### src/rtl/ddr3_ui_arbiter.sv
// ddr3_ui_arbiter
//   Shares the DDR3 MIG user interface between one write requester and one
//   read requester. Whole transactions are granted round-robin and each is cut
//   into 2-word commands (BL8 x8 on a 32-bit UI). An odd word count is padded
//   with one masked write beat, or with one discarded read word.
// Ports
//   ui_clk, ui_clk_sync_rst     : clock, synchronous active-high reset
//   init_calib_complete         : no new grant while low
//   wr_req/addr/count, wr_ack   : write request (level) and latch pulse
//   rd_req/addr/count, rd_ack   : read request (level) and latch pulse
//   wr_done, rd_done            : one-cycle completion pulses
//   wr_data, wr_stb             : write source word and its pop strobe
//   rd_data, rd_stb             : returned read word (registered) and valid
//   busy                        : a transaction is in progress
//   app_*                       : MIG command, write-data and read-data channels
module ddr3_ui_arbiter #(
  parameter int MEM_ADDR_DEPTH = 28,
  parameter int RD_OUTSTANDING = 16
) (
  input  logic                      ui_clk,
  input  logic                      ui_clk_sync_rst,
  input  logic                      init_calib_complete,
  input  logic                      wr_req,
  input  logic [MEM_ADDR_DEPTH-1:0] wr_addr,
  input  logic [23:0]               wr_count,
  output logic                      wr_ack,
  output logic                      wr_done,
  input  logic [31:0]               wr_data,
  output logic                      wr_stb,
  input  logic                      rd_req,
  input  logic [MEM_ADDR_DEPTH-1:0] rd_addr,
  input  logic [23:0]               rd_count,
  output logic                      rd_ack,
  output logic                      rd_done,
  output logic [31:0]               rd_data,
  output logic                      rd_stb,
  output logic                      busy,
  output logic [MEM_ADDR_DEPTH-1:0] app_addr,
  output logic [2:0]                app_cmd,
  output logic                      app_en,
  input  logic                      app_rdy,
  output logic [31:0]               app_wdf_data,
  output logic                      app_wdf_end,
  output logic [3:0]                app_wdf_mask,
  output logic                      app_wdf_wren,
  input  logic                      app_wdf_rdy,
  input  logic [31:0]               app_rd_data,
  input  logic                      app_rd_data_end,
  input  logic                      app_rd_data_valid
);

  localparam int OW = $clog2(RD_OUTSTANDING + 1);
  localparam logic [2:0] CMD_WR = 3'b000;
  localparam logic [2:0] CMD_RD = 3'b001;

  typedef enum logic [1:0] {
    S_IDLE  = 2'd0,
    S_WRITE = 2'd1,
    S_READ  = 2'd2,
    S_DONE  = 2'd3
  } state_e;

  state_e                    state_q, state_d;
  logic                      last_rd_q, last_rd_d;   // last grant went to the reader
  logic                      cur_rd_q, cur_rd_d;     // current transaction is a read
  logic [MEM_ADDR_DEPTH-1:0] addr_q, addr_d;
  logic [23:0]               cmds_left_q, cmds_left_d;
  logic [24:0]               beats_left_q, beats_left_d;  // UI beats incl. pad
  logic [23:0]               words_left_q, words_left_d;  // real words, excl. pad
  logic [OW-1:0]             outs_q, outs_d;
  logic                      wr_ack_q, wr_ack_d, rd_ack_q, rd_ack_d;
  logic                      wr_done_q, wr_done_d, rd_done_q, rd_done_d;
  logic                      rd_stb_q, rd_stb_d;
  logic [31:0]               rd_data_q, rd_data_d;

  logic                      grant_s, grant_rd_s, rd_room_s, wr_window_s;
  logic                      cmd_fire_s, beat_fire_s, rd_beat_s;
  logic [23:0]               req_count_s, req_cmds_s;
  logic [MEM_ADDR_DEPTH-1:0] req_addr_s;
  logic                      unused_rd_end_s;

  // The data-end marker carries no information beyond the beat count.
  assign unused_rd_end_s = app_rd_data_end;

  assign grant_s     = init_calib_complete && (state_q == S_IDLE) && (wr_req || rd_req);
  assign grant_rd_s  = (wr_req && rd_req) ? !last_rd_q : rd_req;
  assign req_count_s = grant_rd_s ? rd_count : wr_count;
  assign req_addr_s  = grant_rd_s ? rd_addr : wr_addr;
  // ceil(count/2) without overflowing 24 bits at count = 2^24-1
  assign req_cmds_s  = {1'b0, req_count_s[23:1]} + {23'd0, req_count_s[0]};

  // A read command reserves room for both of its returned words up front.
  assign rd_room_s   = ({1'b0, outs_q} + (OW+1)'(2)) <= (OW+1)'(RD_OUTSTANDING);
  // beats_sent < 2*cmds_issued + 2, rewritten on the remaining counts
  assign wr_window_s = ({1'b0, beats_left_q} + 26'd2) > {1'b0, cmds_left_q, 1'b0};

  assign app_en       = (cmds_left_q != 24'd0) &&
                        ((state_q == S_WRITE) || ((state_q == S_READ) && rd_room_s));
  assign app_cmd      = cur_rd_q ? CMD_RD : CMD_WR;
  assign app_addr     = addr_q;
  assign app_wdf_wren = (state_q == S_WRITE) && (beats_left_q != 25'd0) && wr_window_s;
  // Total beats are even, so an odd remaining count means an odd beat index.
  assign app_wdf_end  = app_wdf_wren && beats_left_q[0];
  assign app_wdf_mask = (app_wdf_wren && (words_left_q == 24'd0)) ? 4'hF : 4'h0;
  assign app_wdf_data = wr_data;

  assign cmd_fire_s  = app_en && app_rdy;
  assign beat_fire_s = app_wdf_wren && app_wdf_rdy;
  assign rd_beat_s   = (state_q == S_READ) && app_rd_data_valid;
  assign wr_stb      = beat_fire_s && (words_left_q != 24'd0);

  assign busy    = (state_q != S_IDLE);
  assign wr_ack  = wr_ack_q;
  assign rd_ack  = rd_ack_q;
  assign wr_done = wr_done_q;
  assign rd_done = rd_done_q;
  assign rd_stb  = rd_stb_q;
  assign rd_data = rd_data_q;

  // State register and all registered outputs.
  always_ff @(posedge ui_clk) begin
    if (ui_clk_sync_rst) begin
      state_q      <= S_IDLE;
      last_rd_q    <= 1'b1;
      cur_rd_q     <= 1'b0;
      addr_q       <= '0;
      cmds_left_q  <= 24'd0;
      beats_left_q <= 25'd0;
      words_left_q <= 24'd0;
      outs_q       <= '0;
      wr_ack_q     <= 1'b0;
      rd_ack_q     <= 1'b0;
      wr_done_q    <= 1'b0;
      rd_done_q    <= 1'b0;
      rd_stb_q     <= 1'b0;
      rd_data_q    <= 32'd0;
    end else begin
      state_q      <= state_d;
      last_rd_q    <= last_rd_d;
      cur_rd_q     <= cur_rd_d;
      addr_q       <= addr_d;
      cmds_left_q  <= cmds_left_d;
      beats_left_q <= beats_left_d;
      words_left_q <= words_left_d;
      outs_q       <= outs_d;
      wr_ack_q     <= wr_ack_d;
      rd_ack_q     <= rd_ack_d;
      wr_done_q    <= wr_done_d;
      rd_done_q    <= rd_done_d;
      rd_stb_q     <= rd_stb_d;
      rd_data_q    <= rd_data_d;
    end
  end

  // Next-state logic: grant, command/beat sequencing, read return.
  always_comb begin
    state_d      = state_q;
    last_rd_d    = last_rd_q;
    cur_rd_d     = cur_rd_q;
    addr_d       = addr_q;
    cmds_left_d  = cmds_left_q;
    beats_left_d = beats_left_q;
    words_left_d = words_left_q;
    outs_d       = outs_q;
    wr_ack_d     = 1'b0;
    rd_ack_d     = 1'b0;
    wr_done_d    = 1'b0;
    rd_done_d    = 1'b0;
    rd_stb_d     = 1'b0;
    rd_data_d    = rd_data_q;

    case (state_q)
      S_IDLE: begin
        if (grant_s) begin
          cur_rd_d     = grant_rd_s;
          addr_d       = req_addr_s;
          cmds_left_d  = req_cmds_s;
          beats_left_d = {req_cmds_s, 1'b0};
          words_left_d = req_count_s;
          outs_d       = '0;
          wr_ack_d     = !grant_rd_s;
          rd_ack_d     = grant_rd_s;
          if (req_count_s == 24'd0) begin
            state_d   = S_DONE;
            wr_done_d = !grant_rd_s;
            rd_done_d = grant_rd_s;
          end else begin
            state_d = grant_rd_s ? S_READ : S_WRITE;
          end
        end else begin
          state_d = S_IDLE;
        end
      end

      S_WRITE: begin
        if (cmd_fire_s) begin
          addr_d      = addr_q + MEM_ADDR_DEPTH'(8);
          cmds_left_d = cmds_left_q - 24'd1;
        end else begin
          addr_d = addr_q;
        end
        if (beat_fire_s) begin
          beats_left_d = beats_left_q - 25'd1;
          words_left_d = (words_left_q != 24'd0) ? (words_left_q - 24'd1) : 24'd0;
        end else begin
          beats_left_d = beats_left_q;
        end
        if ((cmds_left_q == 24'd0) && (beats_left_q == 25'd0)) begin
          state_d   = S_DONE;
          wr_done_d = 1'b1;
        end else begin
          state_d = S_WRITE;
        end
      end

      S_READ: begin
        if (cmd_fire_s) begin
          addr_d      = addr_q + MEM_ADDR_DEPTH'(8);
          cmds_left_d = cmds_left_q - 24'd1;
        end else begin
          addr_d = addr_q;
        end
        case ({cmd_fire_s, rd_beat_s})
          2'b10:   outs_d = outs_q + OW'(2);
          2'b01:   outs_d = (outs_q != '0) ? (outs_q - OW'(1)) : outs_q;
          2'b11:   outs_d = outs_q + OW'(1);
          default: outs_d = outs_q;
        endcase
        if (rd_beat_s) begin
          beats_left_d = (beats_left_q != 25'd0) ? (beats_left_q - 25'd1) : 25'd0;
          if (words_left_q != 24'd0) begin
            words_left_d = words_left_q - 24'd1;
            rd_stb_d     = 1'b1;
            rd_data_d    = app_rd_data;
          end else begin
            words_left_d = words_left_q;   // pad word: consumed, not forwarded
          end
        end else begin
          beats_left_d = beats_left_q;
        end
        if ((cmds_left_q == 24'd0) && (beats_left_q == 25'd0)) begin
          state_d   = S_DONE;
          rd_done_d = 1'b1;
        end else begin
          state_d = S_READ;
        end
      end

      S_DONE: begin
        last_rd_d = cur_rd_q;
        state_d   = S_IDLE;
      end

      default: begin
        state_d = S_IDLE;
      end
    endcase
  end

endmodule
### config.mk
export PLATFORM = sky130hd
export DESIGN_NAME = ddr3_ui_arbiter
export DESIGN_NICKNAME = d
export VERILOG_FILES = /design/src/rtl/ddr3_ui_arbiter.sv
export SDC_FILE = /design/constraint.sdc
export NUM_CORES = 1
export LEC_CHECK = 0
export BUFFER_PORTS_ARGS = -buffer_cell sky130_fd_sc_hd__buf_4
export CAP_MARGIN = 20
export CELL_PAD_IN_SITES_DETAIL_PLACEMENT = 1
export CELL_PAD_IN_SITES_GLOBAL_PLACEMENT = 1
export CORE_ASPECT_RATIO = 0.7
export CORE_UTILIZATION = 41
export DETAILED_ROUTE_END_ITERATION = 16
export GPL_TIMING_DRIVEN = 0
export PLACE_DENSITY = 0.85
export SLEW_MARGIN = 25
export SYNTH_ARGS = -nofsm -noshare
export SYNTH_HDL_FRONTEND = slang
export SYNTH_SLANG_ARGS = --single-unit
export TNS_END_PERCENT = 10
### constraint.sdc
create_clock -name ui_clk -period 7.4 [get_ports ui_clk]
set_input_delay 0.74 -clock ui_clk [delete_from_list [all_inputs] [get_ports ui_clk]]
set_output_delay 0.74 -clock ui_clk [all_outputs]
set_load 0.03 [all_outputs]
# --- Word level (Yosys, flattened, before mapping) ---
# Cells that the tools add are included.
totals:
  register_bits: 147
  inputBits: 177
  word_cells: 123
  out_inout_bits: 109
classes:
  n_addsub: 10
  order_cmp: 2
  n_bitwise: 4
  n_reduce_logical: 40
  muxes: 40
  eq_ne: 13
op_table:
  columns: ["operator", "count"]
  rows:
  - ["2-to-1 mux 24 bit", 8]
  - ["2-to-1 mux 25 bit", 4]
  - ["2-to-1 mux 28 bit", 3]
  - ["case mux 25 bit (3 select lines)", 1]
  - ["logical NOT 24 bit", 3]
  - ["case mux 24 bit (3 select lines)", 1]
  - ["case mux 28 bit (2 select lines)", 1]
  - ["case mux 24 bit (2 select lines)", 1]
  - ["nonzero test 24 bit", 2]
  - ["subtractor 24 x 1 -> 24 bit, second input constant", 2]
  - ["adder 28 x 4 -> 28 bit, second input constant", 1]
  - ["adder 25 x 2 -> 26 bit, second input constant", 1]
  - ["greater-than comparator 26 x 25 -> 1 bit", 1]
  - ["logical NOT 25 bit", 1]
  - ["nonzero test 25 bit", 1]
  - ["subtractor 25 x 1 -> 25 bit, second input constant", 1]
  - ["adder 23 x 1 -> 24 bit", 1]
  - ["case mux 5 bit (3 select lines)", 1]
  - ["logical AND 1 bit", 14]
  - ["2-to-1 mux 5 bit", 2]
  - ["case mux 5 bit (2 select lines)", 1]
  - ["2-to-1 mux 1 bit", 9]
  - ["== test 2 bit, second input constant", 4]
  - ["2-to-1 mux 2 bit", 4]
  - ["other kinds (26)", 41]

# --- Logic depth before layout (Yosys ltp) ---
# Gate-level depths: netlist of run 1.
depth:
  ltp_word: 9
  depth_mapped: 17
  mapped_depth_nobuf: 16

# --- Worst setup path after synthesis of run 1 ---
# No wires, ideal clock.
synth_timing:
  path_kind: "reg-to-output"
  start: "reg beats_left_q[2]"
  end: "out app_wdf_mask[1]"
  setup_slack_ns: 2.699
  arrival_time_ns: 3.961
  stages_incl_launch_ff: 17
  path_cell_list: "dfxtp_1 ha_1 nand2_1 or3_1 nor2_1 and2_1 nand4_1 xnor2_1 ha_1 nand3_1 nor4bb_1 o211ai_1 nand3b_1 nor2_1 nor2_1 and2_1 buf_4"
synth_between:
  elab_chain_cells: 5
  word_cells_on_any_way: 7
  cone_classes: "add/sub: 1; order compare: 1; mux: 1; reduce/logical: 4"
synth_lines:
  columns: ["element", "line", "text"]
  rows:
  - ["from (decl)", "68", "logic [24:0] beats_left_q, beats_left_d;"]
  - ["from (signal assigned)", "143", "beats_left_q <= beats_left_d;"]
  - ["adder 25 x 2 -> 26 bit / nonzero test 25 bit (equally long branches)", "95, 101", null]
  - ["greater-than comparator 26 x 25 -> 1 bit / logical AND 1 bit (equally long branches)", "95, 101", null]
  - ["logical AND 1 bit (*)", "101", "assign app_wdf_wren = (state_q == S_WRITE) && (beats_left_q != 25'd0) && wr_window_s;"]
  - ["named net app_wdf_wren", "45", "output logic app_wdf_wren,"]
  - ["logical AND 1 bit (*)", "104", "assign app_wdf_mask = (app_wdf_wren && (words_left_q == 24'd0)) ? 4'hF : 4'h0;"]
  - ["2-to-1 mux 4 bit (*)", "104", null]
  - ["to (decl)", "44", "output logic [3:0] app_wdf_mask,"]
# Mark *: on every way through the listed nets, which the timed path passes. The rest lies on a longest branch.

# --- Worst setup path in the final report of run 1 ---
layout_timing:
  start: "reg beats_left_q[11]"
  end: "out app_wdf_mask[3]"
layout_between:
  elab_chain_cells: 5
  word_cells_on_any_way: 7
  cone_classes: "add/sub: 1; order compare: 1; mux: 1; reduce/logical: 4"
layout_lines:
  columns: ["element", "line"]
  rows:
  - ["adder 25 x 2 -> 26 bit / nonzero test 25 bit (equally long branches)", "95, 101"]
  - ["greater-than comparator 26 x 25 -> 1 bit / logical AND 1 bit (equally long branches)", "95, 101"]
  - ["logical AND 1 bit (*)", "101"]
  - ["logical AND 1 bit (*)", "104"]
  - ["2-to-1 mux 4 bit (*)", "104"]
# Mark *: on every way between the ends. The rest lies on a longest branch, timed or not.

==> results of run 1 <==
## per-layer routing
| metal | global-route usage, % | wire length, µm |
|---|---|---|
| met3 | 9.61 | 6400 |
| met5 | 0 | 0 |
| met1 | 56.0 | 23600 |
| met2 | 55.1 | 22700 |
| met4 | 11.2 | 1280 |
## kinds of logic (layout without fill, tap and decap cells)
kind of cell	after synthesis	count (layout)
AOI/OAI and AO/OA	473	473
xor gates and xnor gates	42	42
adders and majority gates	46	46
buffers and inverters	207	487
DFF	147	147
muxes	34	34
other	1	5
and+or+nand+nor	616	616
## how the worst max path moves through the flow
stage | startpoint | endpoint | slack (ns) | depth (start not counted)
6_report | beats_left_q[11] | app_wdf_mask[3] | 1.45 | 16
5_1_grt | beats_left_q[11] | app_wdf_mask[3] | 1.16 | 16
4_1_cts | beats_left_q[2] | app_wdf_mask[3] | 1.74 | 17
3_5_place_dp | rd_req | cmds_left_q[19] | 1.59 | 16
3_3_place_gp | rd_req | beats_left_q[14] | 1.66 | 15
2_1_floorplan | beats_left_q[2] | app_wdf_mask[1] | 2.70 | 16
## cell type report
class	instances	share of cell area (%)
Antenna cell	3	0.0533
Timing Repair Buffer	248	13.2
Multi-Input combinational cell	1213	51.3
Buffer	146	5.37
Tap cell	364	3.23
Clock inverter	11	0.888
Clock buffer	21	3.41
Sequential cell	147	20.9
Inverter	61	1.63
## power groups by stage
stage               registers, mW  clock network (mW)  logic [mW]
floorplan                   0.954                   0       0.637
global placement            0.937                   0        1.03
detailed placement          0.940                   0        1.06
CTS                         0.923               0.921        1.07
global route                0.934               0.951        1.18
finish                      0.928               0.928        1.12
## synthesized netlist by cell type (5+ instances only)
master      n  area (µm²)
nor4_1     27         169
o22a_1      6        52.6
a21o_1     11        82.6
xnor2_1    31         272
nor3_1     53         265
and3_1     15        93.8
o21ai_1    47         235
or4_1       8        60.1
a211oi_1    5        37.5
and2_1     13        81.3
ha_1       45         563
a21oi_1   180         901
or3_1      17         106
a211oi_2    7        87.6
o211ai_1    9        67.6
and4_1      8        70.1
o21ai_0    51         255
nand2_1   246         923
a31oi_1    25         156
o22ai_1    18         113
inv_1      57         214
xor2_1     11        96.3
clkbuf_1   68         255
o21a_1     10        75.1
dfxtp_1   147        2940
nand2b_1    6        37.5
buf_4      43         323
buf_2      25         125
o32ai_1    40         350
mux2i_1    30         300
nand3_1    60         300
nand4_1    17         106
a221oi_1    6        52.6
buf_1       8        30.0
nor2_1    119         447
## sequential cells by signal (all words and copies together) (netlist names), 2 cells and up
register and cells:
state_q 2, rd_data 32, cmds_left_q 24, words_left_q 24, app_addr 28, outs_q 5, beats_left_q 25
## critical path: stages, from the launching register on
cell      delay, ns
dfxtp_1        0.33
clkbuf_1       0.43
nand4_1        0.23
nor4_1         0.50
nand2_1        0.23
nor2_1         0.21
xor2_1         0.10
ha_1           0.31
nand3_1        0.19
nor4bb_1       0.56
o211ai_1       0.26
nand3b_1       0.46
nor2_1         0.11
nor2_1         0.30
and2_1         0.26
buf_4          0.13
buf_4          0.14
## layout by cell type, fill, tap and decap left out, drive strengths merged, types with 45 or more instances in the layout
| cell | instances |
|---|---|
| buf | 326 |
| nand2 | 246 |
| a21oi | 181 |
| dfxtp | 147 |
| nor2 | 122 |
| o21ai | 99 |
| clkbuf | 89 |
| inv | 62 |
| nand3 | 60 |
| nor3 | 53 |
| ha | 45 |
==> results.ini, run 1 <==
[clocking]
cts.sinks = 147
cts-hold-fix-buffers = 0
cts-root-buf = clkbuf_16
cts_tree = done
cts_buffers = 17
max-clock-path-buffers = 2
clock_latency_ns = 0.45
path_clk_slew_ns = 0.06
post_cts_resized = 0
postCtsSetupBuffers = 0
htree_levels = 4

[worst_setup_path]
r2r-start = last_rd_q
cp_max_fo = 10
crit_type = reg -> out
r2r_slack_ns = 1.86
worst-r2r-cell-count = 15
arrival_ns = 5.21
reg2reg_to = cmds_left_q[20]
worst_setup_path_end_kind = primary output
cp_data_required_time_ns = 6.66
startpoint_type = flip-flop

[min_path]
min_to = rd_data[7]
whs_path_depth = 2
worstHoldStart = rd_data[7]
worstHoldPathType = reg -> reg

[cells_and_area]
seqCellArea_um2 = 2940
stdcell_count = 2214
area_growth_pct = 26.4
drive_gt1_share_pct = 20.9
final_nets = 2057
multi_input_area_um2 = 7220
final_util_pct = 52.7
fillCellCount = 3491
final_design_area_no_fill_um2 = 14100

[place]
dp.cells = 2179
gp_congestion = 1.00
dp_slack_ns = 1.59
dpl_cell_area_um2 = 13500
numPortBuffers = 248
post-dp-hpwl_um = 42100

[yosys]
muxShareOfSynthArea_pct = 3.10
synth.distinct_cells = 85
synthArstFlopShare_pct = 0
synth-compound-area-share_pct = 26.9
synth-xor-area-share_pct = 3.30
synthCells = 1566
synth-simple-area-share_pct = 26.2
synth_edf_count = 0
netlist_area_um2 = 11100
yosys_warnings = 0
synth_top_family_by_area = compound AO/OA/AOI/OAI gates
synth_seq_cells = 147
ys_seq_area_share_pct = 26.4
synth.avg_cell_area_um2 = 7.12
synth_adder_area_share_pct = 5.23
synth_flop_cell = dfxtp_1

[flow_run]
maxCapViolations = 0

[global_routing]
grt_pass1_wl_um = 81500
grt_max_degree = 17
grt_usage_pct = 38.5
grt_antenna_before_repair = 1
grt_pass1_vias = 13585
grt_remaining_overflow = 0

[floorplan]
initial_utilization_pct = 41.7
die_x_um = 199
rows = 50
fp.dieH_um = 140
pin_count = 286
die_area_um2 = 27900
core_um2 = 26700

[sta]
hold-worst-slack_ns = 0.456
fin_skew_ns = 0.0142
finalHoldViolCount = 0
fin_crit_sh_pct = 80.5
worstMarginPinSlew_ns = 1.22
finalSetupTns_ns = 0
worst_slack_ns = 1.45
timing.fmax_ghz = 0.168
slew_viol_final = 0
rsz0062_at_grt = false
min_period_ns = 5.95
maxSlewHeadroom_pct = 17.8
setup_viol = 0

[drt]
drc = 0
avgViaCountPerCell = 6.30
drtIter0Drc = 1651
drtAntennaViolNets = 0
firstDrtPassIters = 6
vias = 13943
wl_um = 53900
wl_per_cell_um = 24.4

[pwr]
peakVddDrop_mv = 0.146
total_power_mw = 2.97
seq_power_share_pct = 31.2
p_int_mw = 1.76
pwr-share-comb_pct = 37.5
p_switching_mw = 1.21
power_density_nw_per_um2 = 211
power_leakage_nw = 5.73
switching_share_pct = 40.6
power_frac_clock_pct = 31.2

[status]
outcome = completed

No activity file was read; power rests on OpenSTA's default activity.
==> inputs of run 2 (changes only) <==
- CORE_UTILIZATION: 41 -> 35
- PLACE_DENSITY: 0.85 -> 0.77
- clock period: 7.4 -> 5.4 ns (I/O delays scaled with it)
==> run 2 against run 1 <==
Net effect:
- sequential share of layout area is 0.17 points lower
- clock skew decreased by 0.00099 ns
- hold slack got worse by 0.13 ns
- register-to-register slack worse by 1.6 ns
- worst setup slack got worse by 1.2 ns
- clock power grew 33%
- first-iteration DRC count is 12% lower
- critical endpoint is now app_wdf_mask[1]
- critical path depth unchanged
- die area up 17%
==> results.ini, run 2 (synthesis results as in run 1) <==
[sta]
min_period_ns = 5.14
setup_viol = 0
hold-worst-slack_ns = 0.324
worstMarginPinSlew_ns = 1.21
fin_crit_sh_pct = 95.3
finalHoldViolCount = 0
fin_skew_ns = 0.0132
timing.fmax_ghz = 0.194
slew_viol_final = 0
maxSlewHeadroom_pct = 18.6

[cells_and_area]
final_common_cell = buf_4
largest_register_ffs = 32
antennaDiodeCount = 0
area_growth_pct = 27.4
final_cell_mix = 293 x buf_4, 246 x nand2_1, 180 x a21oi_1, 147 x dfxtp_1, 117 x nor2_1
final_nets = 2059
drive_gt1_share_pct = 21.5

[clocking]
cts_tree = done
cts_buffers = 17
clock_latency_ns = 0.47
cts.sinks = 147
max-clock-path-buffers = 2
cts-hold-fix-buffers = 0
path_clk_slew_ns = 0.07
htree_levels = 4
cts-root-buf = clkbuf_16

[global_routing]
grt_pass1_vias = 13106
grt_antenna_before_repair = 3
grt_usage_pct = 33.1
grt_remaining_overflow = 0
grt_max_degree = 17
grt_pass1_wl_um = 80600

[floorplan]
pin_count = 286
core_um2 = 31200
die_area_um2 = 32600
die_x_um = 215
rows = 54
initial_utilization_pct = 35.7
fp.dieH_um = 151

[pwr]
power_density_nw_per_um2 = 285
total_power_mw = 4.05
peakVddDrop_mv = 0.208
power_leakage_nw = 5.78

[flow_run]
maxCapViolations = 0

[place]
numPortBuffers = 248
post-dp-hpwl_um = 43500
gp_congestion = 1.01

[status]
outcome = completed

[worst_setup_path]
cp_top_family = simple AND/OR/NAND/NOR gates
arrival_ns = 4.60
path_buf_inv = 3
startpoint_type = flip-flop
slowest_delay_ns = 0.39
cp_max_fo = 9
slowest_stage = clkbuf_1
cp_data_required_time_ns = 4.86
crit_type = reg -> out
worst_setup_path_end_kind = primary output
worstPathCellList = clkbuf_1 > nand4_1 > nor4_4 > nand2_1 > nor2_1 > xor2_1 > ha_1 > nand4_1 > nor4bb_4 > o211ai_1 > nand3b_1 > nor2_1 > nor2_2 > and2_4 > buf_4 > buf_4

[drt]
wl_met3_um = 5730
drt-met1-wl_um = 25200
drtIter0Drc = 1459
wl_per_cell_um = 24.3
dr_wl_met2_um = 23000
vias = 13619
wl_um = 55100
drtAntennaViolNets = 0
avgViaCountPerCell = 6.00
topRoutingLayerUsed = met4
firstDrtPassIters = 5
drc = 0

[min_path]
worstHoldPathType = in -> reg

==> run 2: cell count changes in the layout (fill, tap and decap cells not counted), sizes merged <==
cell,previous run,this run
diode,3,0
inv,62,61
buf,326,327
clkinvlp,5,1
clkinv,3,6
clkbuf,89,92
==> run 2: path summary, 6_finish.rpt <==
| path | start | endpoint | depth (start not counted) | slack [ns] |
|---|---|---|---|---|
| setup / recovery | beats_left_q[12] | app_wdf_mask[1] | 16 | 0.26 |
| hold / removal | app_rd_data[22] | rd_data[22] | 3 | 0.32 |
| setup reg to reg | last_rd_q | beats_left_q[20] | 15 | 0.26 |
| hold reg to reg | rd_data[1] | rd_data[1] | 2 | 0.46 |
==> run 2: repair_timing <==
item                                    in CTS  in global routing
pin swaps                                    0                  2
endpoints found under the setup margin       8                 18
buffers inserted                             1                  0
gates resized for setup                      7                 10
==> run 2: where the power goes <==
part           internal [mW]  switching, mW
clock                  0.703          0.528
combinational          0.529           1.02
sequential              1.17         0.0969
==> run 2: tightest hold or removal path, stage by stage <==
cell     delay, ns
buf_4         0.11
nand2_1       0.04
a21oi_1       0.05
==> run 2: layout make-up <==
type | instances | area, µm²
flip-flops and latches | 147 | 2940
repair buffers | 250 | 1880
well taps | 420 | 526
plain buffers | 146 | 758
clock inverters | 9 | 105
multi-input cells | 1213 | 7290
inverters | 61 | 229
fillers | 4035 | 17000
clock buffers | 23 | 468
==> run 2: layer usage <==
layer | GRT usage (%) | vias up
met4 | 9.82 | 0
li1 | - | 6185
met5 | 0 | -
met3 | 10.8 | 85
met1 | 46.6 | 6716
met2 | 47.4 | 633
==> run 2: stage by stage <==
step | util [%] | cell area [µm²] | setup slack (ns) | cells | setup TNS [ns]
global placement | 43.4 | 13500 | -0.309 | 2235 | -1.33
detailed placement | 43.4 | 13500 | -0.313 | 2235 | -1.91
finish | 45.5 | 14200 | 0.256 | 2269 | 0
global route | 45.5 | 14200 | -0.00983 | 2269 | -0.0257
CTS | 45.3 | 14100 | 0.0309 | 2268 | 0
floorplan | - | 11100 | 0.899 | 1567 | 0
